[src/rtl/dmem_port_arbiter.sv]
// dmem_port_arbiter: shares one single-port synchronous data memory between
// the CPU load/store port (fixed priority) and the debug/DMA port. A debug
// request that has been stalled MAX_DEFER consecutive cycles is given a
// forced slot in which the CPU is held off for exactly one cycle.
// Read data returns one cycle after accept and is steered back to the
// requester that issued the read.
// Optional build macro DMEM_ARB_STATS_EN adds the conflict_cnt and force_cnt
// statistics outputs; arbitration is identical with or without it.

module dmem_port_arbiter #(
  parameter int AW        = 14,
  parameter int DW        = 32,
  parameter int MAX_DEFER = 8
) (
  input  logic            CLK,
  input  logic            RST_N,

  input  logic            cpu_req_valid,
  output logic            cpu_req_ready,
  input  logic            cpu_we,
  input  logic [AW-1:0]   cpu_addr,
  input  logic [DW-1:0]   cpu_wdata,
  input  logic [DW/8-1:0] cpu_be,
  output logic            cpu_rvalid,
  output logic [DW-1:0]   cpu_rdata,

  input  logic            dbg_req_valid,
  output logic            dbg_req_ready,
  input  logic            dbg_we,
  input  logic [AW-1:0]   dbg_addr,
  input  logic [DW-1:0]   dbg_wdata,
  input  logic [DW/8-1:0] dbg_be,
  output logic            dbg_rvalid,
  output logic [DW-1:0]   dbg_rdata,

  output logic            mem_en,
  output logic            mem_we,
  output logic [AW-1:0]   mem_addr,
  output logic [DW-1:0]   mem_wdata,
  output logic [DW/8-1:0] mem_be,
  input  logic [DW-1:0]   mem_rdata
`ifdef DMEM_ARB_STATS_EN
  ,
  output logic [31:0]     conflict_cnt,
  output logic [15:0]     force_cnt
`endif
);

  localparam logic [7:0] DEFER_MAX = 8'(MAX_DEFER);

  localparam logic [0:0] ST_ARB       = 1'b0;
  localparam logic [0:0] ST_FORCE_DBG = 1'b1;

  logic [0:0]    state;
  logic [0:0]    state_nxt;
  logic [7:0]    defer_cnt;
  logic [7:0]    defer_nxt;

  logic          cpu_fire;
  logic          dbg_fire;

  logic          rd_cpu_q;
  logic          rd_dbg_q;
  logic [DW-1:0] cpu_rdata_q;
  logic [DW-1:0] dbg_rdata_q;

  // Grant decision: CPU first in ARB, debug only in its forced slot otherwise;
  // nothing is granted while reset is asserted.
  always_comb begin
    cpu_req_ready = 1'b0;
    dbg_req_ready = 1'b0;
    if (RST_N) begin
      if (state == ST_FORCE_DBG) begin
        dbg_req_ready = dbg_req_valid;
      end else begin
        cpu_req_ready = cpu_req_valid;
        dbg_req_ready = dbg_req_valid && !cpu_req_valid;
      end
    end
  end

  assign cpu_fire = cpu_req_valid && cpu_req_ready;
  assign dbg_fire = dbg_req_valid && dbg_req_ready;

  // Memory port mux: drive the winner's request, all zeros when idle.
  always_comb begin
    mem_en    = cpu_fire || dbg_fire;
    mem_we    = 1'b0;
    mem_addr  = '0;
    mem_wdata = '0;
    mem_be    = '0;
    if (cpu_fire) begin
      mem_we    = cpu_we;
      mem_addr  = cpu_addr;
      mem_wdata = cpu_wdata;
      mem_be    = cpu_be;
    end else if (dbg_fire) begin
      mem_we    = dbg_we;
      mem_addr  = dbg_addr;
      mem_wdata = dbg_wdata;
      mem_be    = dbg_be;
    end
  end

  // Starvation guard: count consecutive debug stalls, force a debug slot at the limit.
  always_comb begin
    state_nxt = state;
    defer_nxt = defer_cnt;
    case (state)
      ST_ARB: begin
        if (dbg_req_valid && !dbg_req_ready) begin
          defer_nxt = (defer_cnt >= DEFER_MAX) ? DEFER_MAX : defer_cnt + 8'd1;
        end else begin
          defer_nxt = '0;
        end
        if (defer_nxt == DEFER_MAX) begin
          state_nxt = ST_FORCE_DBG;
        end
      end
      ST_FORCE_DBG: begin
        defer_nxt = '0;
        state_nxt = ST_ARB;
      end
      default: begin
        defer_nxt = '0;
        state_nxt = ST_ARB;
      end
    endcase
  end

  // Arbitration state registers.
  always_ff @(posedge CLK or negedge RST_N) begin
    if (!RST_N) begin
      state     <= ST_ARB;
      defer_cnt <= '0;
    end else begin
      state     <= state_nxt;
      defer_cnt <= defer_nxt;
    end
  end

  // Read-owner tracking and per-port hold of the last returned read data.
  always_ff @(posedge CLK or negedge RST_N) begin
    if (!RST_N) begin
      rd_cpu_q    <= 1'b0;
      rd_dbg_q    <= 1'b0;
      cpu_rdata_q <= '0;
      dbg_rdata_q <= '0;
    end else begin
      rd_cpu_q <= cpu_fire && !cpu_we;
      rd_dbg_q <= dbg_fire && !dbg_we;
      if (rd_cpu_q) begin
        cpu_rdata_q <= mem_rdata;
      end
      if (rd_dbg_q) begin
        dbg_rdata_q <= mem_rdata;
      end
    end
  end

  // Memory read data is only valid in the response cycle, so the owning port
  // sees it directly then and its held copy afterwards.
  assign cpu_rvalid = rd_cpu_q;
  assign dbg_rvalid = rd_dbg_q;
  assign cpu_rdata  = rd_cpu_q ? mem_rdata : cpu_rdata_q;
  assign dbg_rdata  = rd_dbg_q ? mem_rdata : dbg_rdata_q;

`ifdef DMEM_ARB_STATS_EN
  logic force_entry;

  assign force_entry = (state == ST_ARB) && (state_nxt == ST_FORCE_DBG);

  // Statistics: saturating conflict-cycle count and wrapping forced-slot count.
  always_ff @(posedge CLK or negedge RST_N) begin
    if (!RST_N) begin
      conflict_cnt <= '0;
      force_cnt    <= '0;
    end else begin
      if (cpu_req_valid && dbg_req_valid && (conflict_cnt != '1)) begin
        conflict_cnt <= conflict_cnt + 32'd1;
      end
      if (force_entry) begin
        force_cnt <= force_cnt + 16'd1;
      end
    end
  end
`else
  // Statistics outputs are not built in this configuration.
`endif

endmodule

[config.mk]
export PLATFORM = sky130hd
export DESIGN_NAME = dmem_port_arbiter
export DESIGN_NICKNAME = d
export VERILOG_FILES = /design/src/rtl/dmem_port_arbiter.sv
export SDC_FILE = /design/constraint.sdc
export NUM_CORES = 1
export LEC_CHECK = 0
export BUFFER_PORTS_ARGS = -buffer_cell sky130_fd_sc_hd__buf_2
export CAP_MARGIN = 10
export CELL_PAD_IN_SITES_DETAIL_PLACEMENT = 0
export CELL_PAD_IN_SITES_GLOBAL_PLACEMENT = 2
export CORE_ASPECT_RATIO = 0.7
export CORE_MARGIN = 3
export CORE_UTILIZATION = 24
export CTS_BUF_LIST = sky130_fd_sc_hd__clkbuf_16
export DETAILED_ROUTE_END_ITERATION = 10
export GPL_ROUTABILITY_DRIVEN = 0
export PLACE_DENSITY_LB_ADDON = 0.1
export SLEW_MARGIN = 20
export SYNTH_ARGS = -nofsm -noshare
export SYNTH_HDL_FRONTEND = slang
export SYNTH_SLANG_ARGS = --single-unit
[constraint.sdc]
create_clock -name CLK -period 3.2 [get_ports CLK]
set_clock_uncertainty 0.2 [all_clocks]
set_input_delay 0.16 -clock CLK [delete_from_list [all_inputs] [get_ports CLK]]
set_output_delay 0.16 -clock CLK [all_outputs]
set_load 0.1 [all_outputs]
# Word level (Yosys, flattened, before mapping)
# Cells that the tools add are included.
# Widths: inputs -> output; s select.
op_classes:
  addsub: 1
  mux: 20
  n_lt_le_gt_ge: 1
  n_bitwise: 1
  n_reduce_logical: 11
  n_eq_ne: 1
ops:
  columns: ["op", "count"]
  rows:
  - ["$mux 32", 4]
  - ["$mux 14", 2]
  - ["$mux 8", 3]
  - ["$pmux 8 s2", 1]
  - ["$add 8x1->8 const B", 1]
  - ["$eq 8x4->1 const B", 1]
  - ["$ge 8x4->1 const B", 1]
  - ["$mux 4", 2]
  - ["$mux 1", 7]
  - ["$logic_and 1x1->1", 6]
  - ["$logic_not 1->1", 4]
  - ["$pmux 1 s2", 1]
  - ["$logic_or 1x1->1", 1]
  - ["$not 1->1", 1]
totals:
  word_cells: 41
  output_inout_bits: 120
  regBits: 75
  in_bits: 138

# Logic depth before layout (Yosys ltp)
# Gate-level depths: netlist of the first run.
depth:
  depth_word: 11
  mapped_depth: 5

# Least setup slack after synthesis of the first run
# No wires, ideal clock.
synth_path:
  path_type: "register to output"
  start: "reg state"
  end: "out mem_addr[10]"
  n_path_buf: 1
  t_arrival_ps: 2666
  path_slack_ps: 174
  t_required_ps: 2840
  stages_incl_launch_ff: 6
  cell_sequence: "dfrtp_1 nor2b_1 nand2_1 inv_2 clkbuf_1 a22o_1"
synth_between:
  elab_cells_between_ends: 8
  cone_classes: "mux (6); reduce/logical (2)"
synth_rtl:
  columns: ["element", "line", "rtl"]
  rows:
  - ["from (decl)", "54", "logic [0:0] state;"]
  - ["from (signal assigned)", "137", "state <= state_nxt;"]
  - ["$mux 1", "73", "if (state == ST_FORCE_DBG) begin"]
  - ["$mux 1", "72", "if (RST_N) begin"]
  - ["via cpu_req_ready", "19", "output logic cpu_req_ready,"]
  - ["$logic_and 1x1->1", "82", "assign cpu_fire = cpu_req_valid && cpu_req_ready;"]
  - ["$mux 14", "92", "if (cpu_fire) begin"]
  - ["to (decl)", "38", "output logic [AW-1:0] mem_addr,"]
# The timed path passes the listed nets, and every way through them passes these cells.

# Final worst setup path of the first run
layout_path:
  start: "in RST_N"
  end: "out mem_wdata[5]"
layout_between:
  elab_chain_cells: 4
  elab_cells_between_ends: 6
  cone_classes: "mux (4); reduce/logical (2)"
layout_rtl:
  columns: ["element", "line", "rtl"]
  rows:
  - ["from (decl)", "16", "input logic RST_N,"]
  - ["$mux 1", "72", null]
  - ["$logic_and 1x1->1", "83", "assign dbg_fire = dbg_req_valid && dbg_req_ready;"]
  - ["$mux 32", "97", "end else if (dbg_fire) begin"]
  - ["$mux 32 (*)", "92", null]
  - ["to (decl)", "39", "output logic [DW-1:0] mem_wdata,"]
# Every way passes the cells marked *; elsewhere a longest branch is shown, timed or not.

==> metrics.md, run 1 <==
| Metric | Value |
|---|---|
| Final number of hold-violating endpoints | 0 |
| FILL cells | 1252 |
| Class of the tightest hold or removal check | input port to register |
| DR WL/cell | 16.7 µm |
| Worst-margin pin slew | 0.905 ns |
| Share of the cycle needed by the critical path after routing | 89.0% |
| Global routing's busiest layer | met2 |
| Summed negative setup slack over all endpoints | 0 ns |
| Detailed-route DRC error count | 0 |
| Initial core utilization | 24.7% |
| Placed Instance Area | 5570 µm² |
| Total Die Area | 15100 µm² |
| Critical Path AT | 2.49 ns |
| Post-route cell area | 6210 µm² |
| Clock transition at the registers of the reported paths | 0.05 ns |
| Leakage power total | 3.00 nW |
| Number of cell rows | 35 |
| Final nets | 669 |
| GR met3 Demand/Resource | 3.98% |
| DRC marker count from the first detailed-route iteration | 127 |
| Critical path data required time | 2.84 ns |
| Worst Setup Path Type | input port to output port |
| Core region area | 13300 µm² |
| Mapped cell area | 3280 µm² |
| Routed via count divided by cell count | 4.23 |
| Cell variety after synth | 24 |
| Worst-skew pair later-pin latency | 0.33 ns |
| Proportion of layout cells with a drive suffix above 1 | 63.1% |
| Boundary pin count | 258 |
| Final Power | 4.82 mW |
| Number of vias in the routed layout | 3040 |
| Signed area change from the synthesized netlist to the final layout | 89.3% |
| Num CTS Buffers | 9 |
| Diode insertion count for antenna repair | 0 |
| Share of the yosys chip area belonging to registers | 57.2% |
| Post-cts resize count | 0 |
| First-pass DRT Iterations | 4 |
| Number of synthesized register bits | 75 |
| Wire length of the first global-routing pass | 18800 µm |
| Number of nets with antenna violations after detailed routing | 0 |
| Buffer depth of the longest clock path | 2 |
| Met1 GRT Util | 20.3% |
| Max-slew violation count | 0 |
| Fmax achieved | 351 MHz |
| Number of antenna violations at the first check in global routing | 0 |
| Clock tree from TritonCTS | done |
| Area used by sequential logic in the layout | 1880 µm² |
| Die Wd | 146 µm |
| Multi-input combinational cell area | 1340 µm² |
| Status | finished clean |
| Max Cap Viol | 0 |
| Port buffer count | 257 |
| Pin count of the biggest net entering global routing | 72 |
| Relative slew margins | 39.7% |
| Worst voltage drop across the vdd grid | 421 µV |
| Post-route minimum period | 2.85 ns |
| Clock sink count | 75 |
| Mean Syn Cell Area | 13.9 µm² |
| Final design utilization | 46.8% |
| CP Max Fanout | 36 |
| Grt met2 use | 27.5% |
| Buffer cell driving the clock tree root | sky130_fd_sc_hd__clkbuf_16 |
| Cell area power density | 776 nW/µm² |
| Overall track demand over capacity in global routing | 15.9% |
| Category of the worst setup path capture point | output port |
| Vias in the first global route | 3266 |
| Final Routed Wirelength | 12000 µm |
| Total number of H-tree levels | 3 |
| Unrepaired setup endpoints after global routing | no |
| Count of final setup violators | 0 |
| Gate Count Post-Synth | 236 |
| Die Ht | 104 µm |
| Total congestion overflow | 0 |
| DPL Wire Length | 9470 µm |
| Yosys synthesis warning count | 0 |
| CP Launch Type | input port |
-- worst paths after layout --
path                                     from              to  slack (ns)  depth (start not counted)
worst max-delay path                    RST_N    mem_wdata[5]        0.35                          7
worst min-delay path            cpu_req_valid           state        0.04                          4
worst max register to register   defer_cnt[5]    defer_cnt[2]        1.42                          3
worst min register to register   defer_cnt[0]    defer_cnt[0]        0.28                          1
max in group asynchronous               RST_N  cpu_rdata_q[7]        1.66                          3
min in group asynchronous               RST_N      dbg_rvalid        0.05                          2
-- Yosys cell counts (all sizes together) --
| cell | n | area (µm²) |
|---|---|---|
| inv | 4 | 15.0 |
| xnor2 | 1 | 8.76 |
| buf | 6 | 22.5 |
| a22o | 51 | 447 |
| conb | 1 | 3.75 |
| clkbuf | 12 | 45.0 |
| nand3b | 1 | 7.51 |
| dfrtp | 75 | 1880 |
| nand2b | 1 | 6.26 |
| nor2b | 1 | 6.26 |
| a21oi | 2 | 10.0 |
| or4 | 1 | 11.3 |
| nor3 | 1 | 5.00 |
| or2b | 2 | 16.3 |
| nand3 | 1 | 5.00 |
| ha | 2 | 25.0 |
| nand2 | 3 | 11.3 |
| nor2 | 6 | 25.0 |
| mux2 | 64 | 721 |
| or4b | 1 | 13.8 |
-- cell type report --
type                            instances  share of cell area (%)
Timing Repair Buffer                  297                    39.6
Sequential cell                        75                    30.2
Multi-Input combinational cell        142                    21.6
Tap cell                              185                    3.73
Clock buffer                            9                    3.62
Clock inverter                          7                   0.987
Inverter                                4                   0.242
-- flip-flops by register name, summed over array words and instances, names as in the netlist --
register     count
dbg_rvalid       1
state            1
dbg_rdata_q     32
defer_cnt        8
cpu_rdata_q     32
cpu_rvalid       1
-- power by group --
group / internal, mW / switching, mW
logic: 0.561 / 2.11
clock network: 0.593 / 0.367
registers: 1.14 / 0.0543
total: 2.29 / 2.53
-- layer usage --
metal | up-vias | part of all wire, %
li1 | 1466 | -
met1 | 1460 | 43
met2 | 102 | 51
met3 | 12 | 4.8
met4 | 0 | 0.69
met5 | - | 0
-- critical path, cell delays in order --
cell and delay, ns:
sky130_fd_sc_hd__dlygate4sd3_1 0.57, sky130_fd_sc_hd__buf_4 0.18, sky130_fd_sc_hd__nand2_1 0.13, sky130_fd_sc_hd__nor2_4 0.69, sky130_fd_sc_hd__buf_4 0.33, sky130_fd_sc_hd__a22o_1 0.22, sky130_fd_sc_hd__buf_12 0.19
-- timing repair --
| item | 4_1_cts | 5_1_grt |
|---|---|---|
| hold buffers | 36 | 0 |
| buffers inserted | 0 | 0 |
| endpoints found under the hold margin | 70 | 0 |
-- per-stage QoR --
| step | worst slack (ns) | hold WS (ns) | std cells |
|---|---|---|---|
| after floorplan | 0.174 | -0.336 | 239 |
| after CTS | 0.317 | 0.0343 | 719 |
| final | 0.353 | 0.0427 | 719 |
| after global routing | 0.185 | 0.0544 | 719 |
| after global placement | 0.906 | -0.219 | 667 |
| after detailed placement | 0.832 | -0.215 | 667 |
-- cells in the final DEF, fill, tap and decap left out, drive strengths merged, types with 3 or more instances in the layout --
cell type	count
dfrtp	75
nand2	3
dlygate4sd3	36
inv	6
conb	4
buf	261
mux2	64
nor2	6
clkbuf	9
a22o	51
-- cell families after synthesis --
family	Yosys count	share of synthesized area (%)
flip-flops	75	57.2
XOR/XNOR	1	0.267
AO/OA/AOI/OAI	53	13.9
other	1	0.114
multiplexers	64	22.0
AND/OR/NAND/NOR	18	3.28
adder cells (fa/ha/maj)	2	0.762
buffers and inverters	22	2.52
Note: power is estimated with default switching activity, not from simulation.
==> run 2, diff against run 1 <==
--- a/config.mk
+++ b/config.mk
@@ -5,13 +5,13 @@
 export SDC_FILE = /design/constraint.sdc
 export NUM_CORES = 1
 export LEC_CHECK = 0
+export ABC_AREA = 1
 export BUFFER_PORTS_ARGS = -buffer_cell sky130_fd_sc_hd__buf_2
-export CAP_MARGIN = 10
 export CELL_PAD_IN_SITES_DETAIL_PLACEMENT = 0
 export CELL_PAD_IN_SITES_GLOBAL_PLACEMENT = 2
 export CORE_ASPECT_RATIO = 0.7
 export CORE_MARGIN = 3
-export CORE_UTILIZATION = 24
+export CORE_UTILIZATION = 25
 export CTS_BUF_LIST = sky130_fd_sc_hd__clkbuf_16
 export DETAILED_ROUTE_END_ITERATION = 10
 export GPL_ROUTABILITY_DRIVEN = 0
==> metrics.md, run 2 <==
| Metric | Value |
|---|---|
| Overall track demand over capacity in global routing | 14.5% |
| Post-cts resize count | 0 |
| Buffer cell driving the clock tree root | sky130_fd_sc_hd__clkbuf_16 |
| Reg-to-reg setup timing slack | 1.69 ns |
| Routed wire length on met3 | 787 µm |
| Core region area | 13400 µm² |
| Gate Count Post-Synth | 245 |
| Placed Instance Area | 4830 µm² |
| Routed via count divided by cell count | 4.24 |
| Num CTS Buffers | 9 |
| Unrepaired setup endpoints after global routing | no |
| Port buffer count | 257 |
| Wire length of the first global-routing pass | 17700 µm |
| Critical Path AT | 2.11 ns |
| Total Die Area | 15500 µm² |
| Post-route minimum period | 2.47 ns |
| Endpoint of the worst-slack reg-to-reg timing path | cpu_rvalid |
| Ranking of synthesized cells by instance count | sky130_fd_sc_hd__dfrtp_1, sky130_fd_sc_hd__mux2_1, sky130_fd_sc_hd__a22o_1 |
| Final number of hold-violating endpoints | 0 |
| Worst Setup Path Type | input port to output port |
| Number of enable flip-flop cells after synthesis | 0 |
| Endpoint of the worst hold-timing path | dbg_rvalid |
| Relative slew margins | 39.3% |
| Worst Hold Depth | 4 |
| Vias in the first global route | 3316 |
| DR WL/cell | 15.5 µm |
| Async set-reset flop share out of synthesis | 100% |
| Final Routed Wirelength | 11300 µm |
| Count of final setup violators | 0 |
| Number of synthesized register bits | 75 |
| Leakage power total | 2.94 nW |
| Critical path data required time | 2.84 ns |
| Synth area leaders | sky130_fd_sc_hd__dfrtp_1, sky130_fd_sc_hd__mux2_1, sky130_fd_sc_hd__a22o_1 |
| First-pass DRT Iterations | 4 |
| RR Startpoint | state |
| Area share of the largest cell type after synthesis | 53.7% |
| Max-slew violation count | 0 |
| DRC marker count from the first detailed-route iteration | 153 |
| Category of the worst setup path capture point | output port |
| Met1 Routed Length | 4580 µm |
| CP Launch Type | input port |
| Die Wd | 147 µm |
| Status | finished clean |
| Worst-margin pin slew | 0.911 ns |
| Mean Syn Cell Area | 14.3 µm² |
| Share of the yosys chip area belonging to registers | 53.7% |
| Buffer depth of the longest clock path | 2 |
| DPL Wire Length | 8710 µm |
| Post-synth top area cell | sky130_fd_sc_hd__dfrtp_1 |
| WL met2 | 5770 µm |
| Proportion of layout cells with a drive suffix above 1 | 53.8% |
| Top FF cell, synth | sky130_fd_sc_hd__dfrtp_1 |
| Die Ht | 105 µm |
| CP Max Fanout | 52 |
| Initial core utilization | 26.1% |
| Yosys synthesis warning count | 0 |
| Hold path start | cpu_req_valid |
| Fmax achieved | 405 MHz |
| Worst-skew pair later-pin latency | 0.33 ns |
| Total congestion overflow | 0 |
| Pin count of the biggest net entering global routing | 76 |
| Clock transition at the registers of the reported paths | 0.05 ns |
| Post-route cell area | 5530 µm² |
| Signed area change from the synthesized netlist to the final layout | 58.1% |
| Worst voltage drop across the vdd grid | 465 µV |
| Number of vias in the routed layout | 3096 |
| Summed negative setup slack over all endpoints | 0 ns |
| Top library cells by usage in the layout, fill and taps aside | sky130_fd_sc_hd__buf_2, sky130_fd_sc_hd__dfrtp_1, sky130_fd_sc_hd__mux2_1, sky130_fd_sc_hd__a22o_1, sky130_fd_sc_hd__dlygate4sd3_1 |
| Clock tree from TritonCTS | done |
| Cell area power density | 870 nW/µm² |
| Clock sink count | 75 |
| Leading cell type in the layout, fill and taps excluded | sky130_fd_sc_hd__buf_2 |
| Worst reg-to-reg path cell count | 4 |
| Number of antenna violations at the first check in global routing | 0 |
| Mapped cell area | 3500 µm² |
| Top routing layer in use | met4 |
| Detailed-route DRC error count | 0 |
| Boundary pin count | 258 |
| Number of cell rows | 35 |
| Final nets | 680 |
| Max Cap Viol | 0 |
| Number of nets with antenna violations after detailed routing | 0 |
| Total number of H-tree levels | 3 |
| Registers with the highest flip-flop counts | cpu_rdata_q: 32 flops, dbg_rdata_q: 32 flops, defer_cnt: 8 flops |
| Cell variety after synth | 23 |
| Class of the tightest hold or removal check | input port to register |
| Diode insertion count for antenna repair | 0 |
| Share of the cycle needed by the critical path after routing | 77.1% |
| Most numerous cell in the Yosys netlist | sky130_fd_sc_hd__dfrtp_1 |
run 2: cell count changes in the layout (fill, tap and decap cells not counted), sizes merged, moves of 2 or more:
cell | before | now
clkinvlp | 2 | 0
inv | 6 | 9
nand2 | 3 | 11
a21oi | 2 | 0
or2b | 2 | 0
nor2 | 6 | 12
run 2: per-stage QoR:
| step | cells | power [mW] | hold slack (ns) | util (%) | setup WS [ns] |
|---|---|---|---|---|---|
| floorplan | 248 | 3.35 | -0.336 | - | 0.631 |
| global placement | 677 | 3.71 | 0.168 | 36.1 | 1.15 |
| detailed placement | 677 | 3.73 | 0.157 | 36.1 | 1.13 |
| CTS | 730 | 4.87 | 0.00180 | 41.2 | 0.713 |
| global route | 730 | 4.99 | 0.0150 | 41.2 | 0.605 |
| finish | 730 | 4.81 | 0.00320 | 41.2 | 0.734 |
run 2: critical path: stages:
cell                            delay (ns)
sky130_fd_sc_hd__dlygate4sd3_1        0.57
sky130_fd_sc_hd__buf_4                0.15
sky130_fd_sc_hd__nand3_2              0.11
sky130_fd_sc_hd__inv_4                0.41
sky130_fd_sc_hd__a22o_1               0.25
sky130_fd_sc_hd__buf_2                0.43
run 2: where the power goes:
group          internal [mW]  total [mW]  switching [mW]  leakage, nW
Sequential              1.14        1.19          0.0413        0.903
Clock                  0.689        1.08           0.391        0.162
Combinational          0.398        2.54            2.14         1.87
run 2: layer usage:
metal,vias up,track usage [%]
met5,-,0
met4,0,3.46
met3,15,5.37
met2,103,24.7
met1,1493,17.4
li1,1485,-
run 2: worst max path at each step:
stage                            to  startpoint  slack [ns]
floorplan           cpu_rdata_q[10]  cpu_rvalid        0.63
global placement          mem_be[3]       state        1.15
detailed placement        mem_be[3]       state        1.13
CTS                       mem_be[3]       RST_N        0.71
global route            mem_addr[0]       RST_N        0.60
finish                    mem_be[3]       RST_N        0.73
run 2: cell type report:
| class | instances | area [µm²] |
|---|---|---|
| Sequential cell | 75 | 1880 |
| Fill cell | 1372 | 7880 |
| Clock inverter | 7 | 98.8 |
| Timing Repair Buffer | 299 | 1700 |
| Multi-Input combinational cell | 148 | 1360 |
| Tap cell | 185 | 231 |
| Clock buffer | 9 | 225 |
| Inverter | 7 | 36.3 |
run 2: cells by family after synthesis:
| logic type | Yosys count | share of synthesized area (%) |
|---|---|---|
| simple gates | 25 | 3.97 |
| compound gates | 52 | 12.9 |
| fa+ha+maj | 2 | 0.716 |
| xor+xnor | 1 | 0.251 |
| flops | 75 | 53.7 |
| mux | 64 | 20.6 |
| buf+inv | 25 | 7.73 |
| other cells | 1 | 0.107 |
run 2: timing repair:
action                    4_1_cts  5_1_grt
buffers inserted                0        0
hold buffers                   37        0
hold endpoints to repair      143        0
==> run 3, diff against run 2 <==
--- a/config.mk
+++ b/config.mk
@@ -5,13 +5,13 @@
 export SDC_FILE = /design/constraint.sdc
 export NUM_CORES = 1
 export LEC_CHECK = 0
-export ABC_AREA = 1
+export ABC_AREA = 0
 export BUFFER_PORTS_ARGS = -buffer_cell sky130_fd_sc_hd__buf_2
 export CELL_PAD_IN_SITES_DETAIL_PLACEMENT = 0
 export CELL_PAD_IN_SITES_GLOBAL_PLACEMENT = 2
 export CORE_ASPECT_RATIO = 0.7
 export CORE_MARGIN = 3
-export CORE_UTILIZATION = 25
+export CORE_UTILIZATION = 22
 export CTS_BUF_LIST = sky130_fd_sc_hd__clkbuf_16
 export DETAILED_ROUTE_END_ITERATION = 10
 export GPL_ROUTABILITY_DRIVEN = 0
==> constraint.sdc (replaced) <==
create_clock -name CLK -period 2.52 [get_ports CLK]
set_clock_uncertainty 0.2 [all_clocks]
set_input_delay 0.126 -clock CLK [delete_from_list [all_inputs] [get_ports CLK]]
set_output_delay 0.126 -clock CLK [all_outputs]
set_load 0.1 [all_outputs]
==> metrics.md, run 3 (synthesis gave the netlist of run 1 again) <==
| Metric | Value |
|---|---|
| Vias in the first global route | 3284 |
| Diode insertion count for antenna repair | 0 |
| Multi-input combinational cell area | 1370 µm² |
| Post-route minimum period | 2.36 ns |
| Worst Setup Path Type | input port to output port |
| Clock tree from TritonCTS | done |
| Status | finished clean |
| Wire length of the first global-routing pass | 18600 µm |
| DRC marker count from the first detailed-route iteration | 121 |
| Worst-skew pair later-pin latency | 0.32 ns |
| Proportion of layout cells with a drive suffix above 1 | 63.9% |
| Max Cap Viol | 0 |
| Reg-to-reg setup timing slack | 0.74 ns |
| Signed area change from the synthesized netlist to the final layout | 93.7% |
| Worst Hold Depth | 4 |
| Buffer depth of the longest clock path | 2 |
| Cells along the critical path | dlygate4sd3_1 > buf_2 > nor2b_4 > nand2_1 > inv_2 > buf_4 > a22o_1 > buf_12 |
| Leading cell type in the layout, fill and taps excluded | sky130_fd_sc_hd__buf_2 |
| Total congestion overflow | 0 |
| Total Die Area | 16400 µm² |
| Summed negative setup slack over all endpoints | 0 ns |
| Final design utilization | 44.7% |
| Overall track demand over capacity in global routing | 14.3% |
| Switching portion of total power | 51.6% |
| Number of vias in the routed layout | 3093 |
| Hold path start | dbg_req_valid |
| Share of the cycle needed by the critical path after routing | 93.8% |
| Worst reg-to-reg path cell count | 3 |
| Part of the power in combinational logic | 54.5% |
| Part of the total power dissipated in sequential elements | 24.1% |
| Number of cell rows | 36 |
| Endpoint of the worst-slack reg-to-reg timing path | defer_cnt[0] |
| Initial core utilization | 23.1% |
| First-pass DRT Iterations | 4 |
| Num CTS Buffers | 9 |
| Port buffer count | 257 |
| Number of nets with antenna violations after detailed routing | 0 |
| Buffers inserted by post-CTS timing repair | 0 |
| Detailed-route DRC error count | 0 |
| Critical Path AT | 2.04 ns |
| Routed via count divided by cell count | 4.24 |
| Endpoint of the worst hold-timing path | state |
| Critical path data required time | 2.19 ns |
| Core region area | 14200 µm² |
| Boundary pin count | 258 |
| Fraction of power consumed by the clock network | 21.5% |
| Count of final setup violators | 0 |
| Worst voltage drop across the vdd grid | 616 µV |
| FILL cells | 1352 |
| Cell with the largest stage delay on the worst path | sky130_fd_sc_hd__dlygate4sd3_1 |
| Die Ht | 108 µm |
| Sw Pwr | 3.24 mW |
| Clock sink count | 75 |
| Number of antenna violations at the first check in global routing | 0 |
| Final nets | 675 |
| Fmax achieved | 423 MHz |
| Relative slew margins | 60.3% |
| Class of the tightest hold or removal check | input port to register |
| Final number of hold-violating endpoints | 0 |
| Worst-margin pin slew | 0.595 ns |
| DR WL/cell | 16.9 µm |
| Pin count of the biggest net entering global routing | 41 |
| Max-slew violation count | 0 |
| Clock transition at the registers of the reported paths | 0.06 ns |
| Unrepaired setup endpoints after global routing | no |
| Total number of H-tree levels | 3 |
| CP Max Fanout | 29 |
| Buffer cell driving the clock tree root | sky130_fd_sc_hd__clkbuf_16 |
| Leakage power total | 3.05 nW |
| Registers with the highest flip-flop counts | cpu_rdata_q: 32 flops, dbg_rdata_q: 32 flops, defer_cnt: 8 flops |
| Total internal power | 3.04 mW |
| DPL Wire Length | 9370 µm |
| Final Routed Wirelength | 12400 µm |
| Delay contributed by the slowest stage of the critical path | 0.54 ns |
| Top library cells by usage in the layout, fill and taps aside | sky130_fd_sc_hd__buf_2, sky130_fd_sc_hd__dfrtp_1, sky130_fd_sc_hd__buf_12, sky130_fd_sc_hd__mux2_2, sky130_fd_sc_hd__a22o_1 |
| Cell area power density | 987 nW/µm² |
| RR Startpoint | defer_cnt[5] |
| CP Launch Type | input port |
| Die Wd | 152 µm |
| Area used by sequential logic in the layout | 1880 µm² |
| Category of the worst setup path capture point | output port |
==> run 3: cell types whose count changed in the layout (fill, tap and decap cells not counted), sizes merged, moves of 2 or more <==
cell      change
inv           -4
or2b          +2
nor2          -4
clkinvlp      +2
buf           +3
a21oi         +2
nand2         -8
==> run 3: worst max path at each step <==
stage | cells after the start | from | endpoint | slack, ns
4_1_cts | 6 | cpu_req_valid | mem_addr[4] | 0.002
2_1_floorplan | 3 | cpu_rvalid | cpu_rdata_q[21] | 0.02
3_3_place_gp | 5 | state | mem_wdata[31] | 0.31
5_1_grt | 8 | cpu_req_valid | mem_wdata[29] | 0.006
3_5_place_dp | 5 | state | mem_addr[7] | 0.28
6_report | 8 | cpu_req_valid | mem_wdata[29] | 0.16
==> run 3: worst max-delay path, delay by kind of cell <==
family,cells,cell delay [ns]
buf+inv,5,1.23
simple gates,2,0.43
compound gates,1,0.24
==> run 3: routing by layer <==
layer / GRT usage (%) / part of all wire (%) / routed length (µm)
met4: 2.12 / 0.85 / 105
met1: 18.3 / 43 / 5310
met3: 5.24 / 6.4 / 797
met5: 0 / 0 / 0
met2: 23.9 / 50 / 6160
==> run 3: what timing repair did <==
item | 4_1_cts | 5_1_grt
gates cloned | 1 | 1
pin swaps | 1 | 1
gates resized for setup | 1 | 2
hold endpoints to repair | 102 | 0
endpoints found under the setup margin | 13 | 51
hold buffers | 37 | 0
==> run 3: final cells by class <==
class | count | share of cell area (%)
timing repair buffer | 301 | 40.0
sequential | 75 | 29.6
multi-input combinational | 144 | 21.5
tap | 190 | 3.74
clock buffer | 9 | 3.54
clock inverter | 7 | 1.44
inverter | 4 | 0.236
==> run 3: power groups by stage <==
stage	combinational (mW)	clock (mW)	sequential [mW]
finish	3.42	1.35	1.51
global route	3.53	1.45	1.54
CTS	3.44	1.39	1.51
detailed placement	3.39	0	1.53
global placement	3.39	0	1.53
floorplan	2.68	0	1.52
==> run 3: metrics by stage <==
step           std cells  hold slack (ns)  power [mW]  area [µm²]  worst slack (ns)
4_1_cts              729           0.0311        6.35        6340           0.00151
5_1_grt              730           0.0779        6.52        6360           0.00639
6_report             730           0.0833        6.28        6360             0.156
3_3_place_gp         675           0.0162        4.91        5640             0.310
2_1_floorplan        239           -0.370        4.20        3300            0.0242
3_5_place_dp         675           0.0234        4.92        5640             0.282
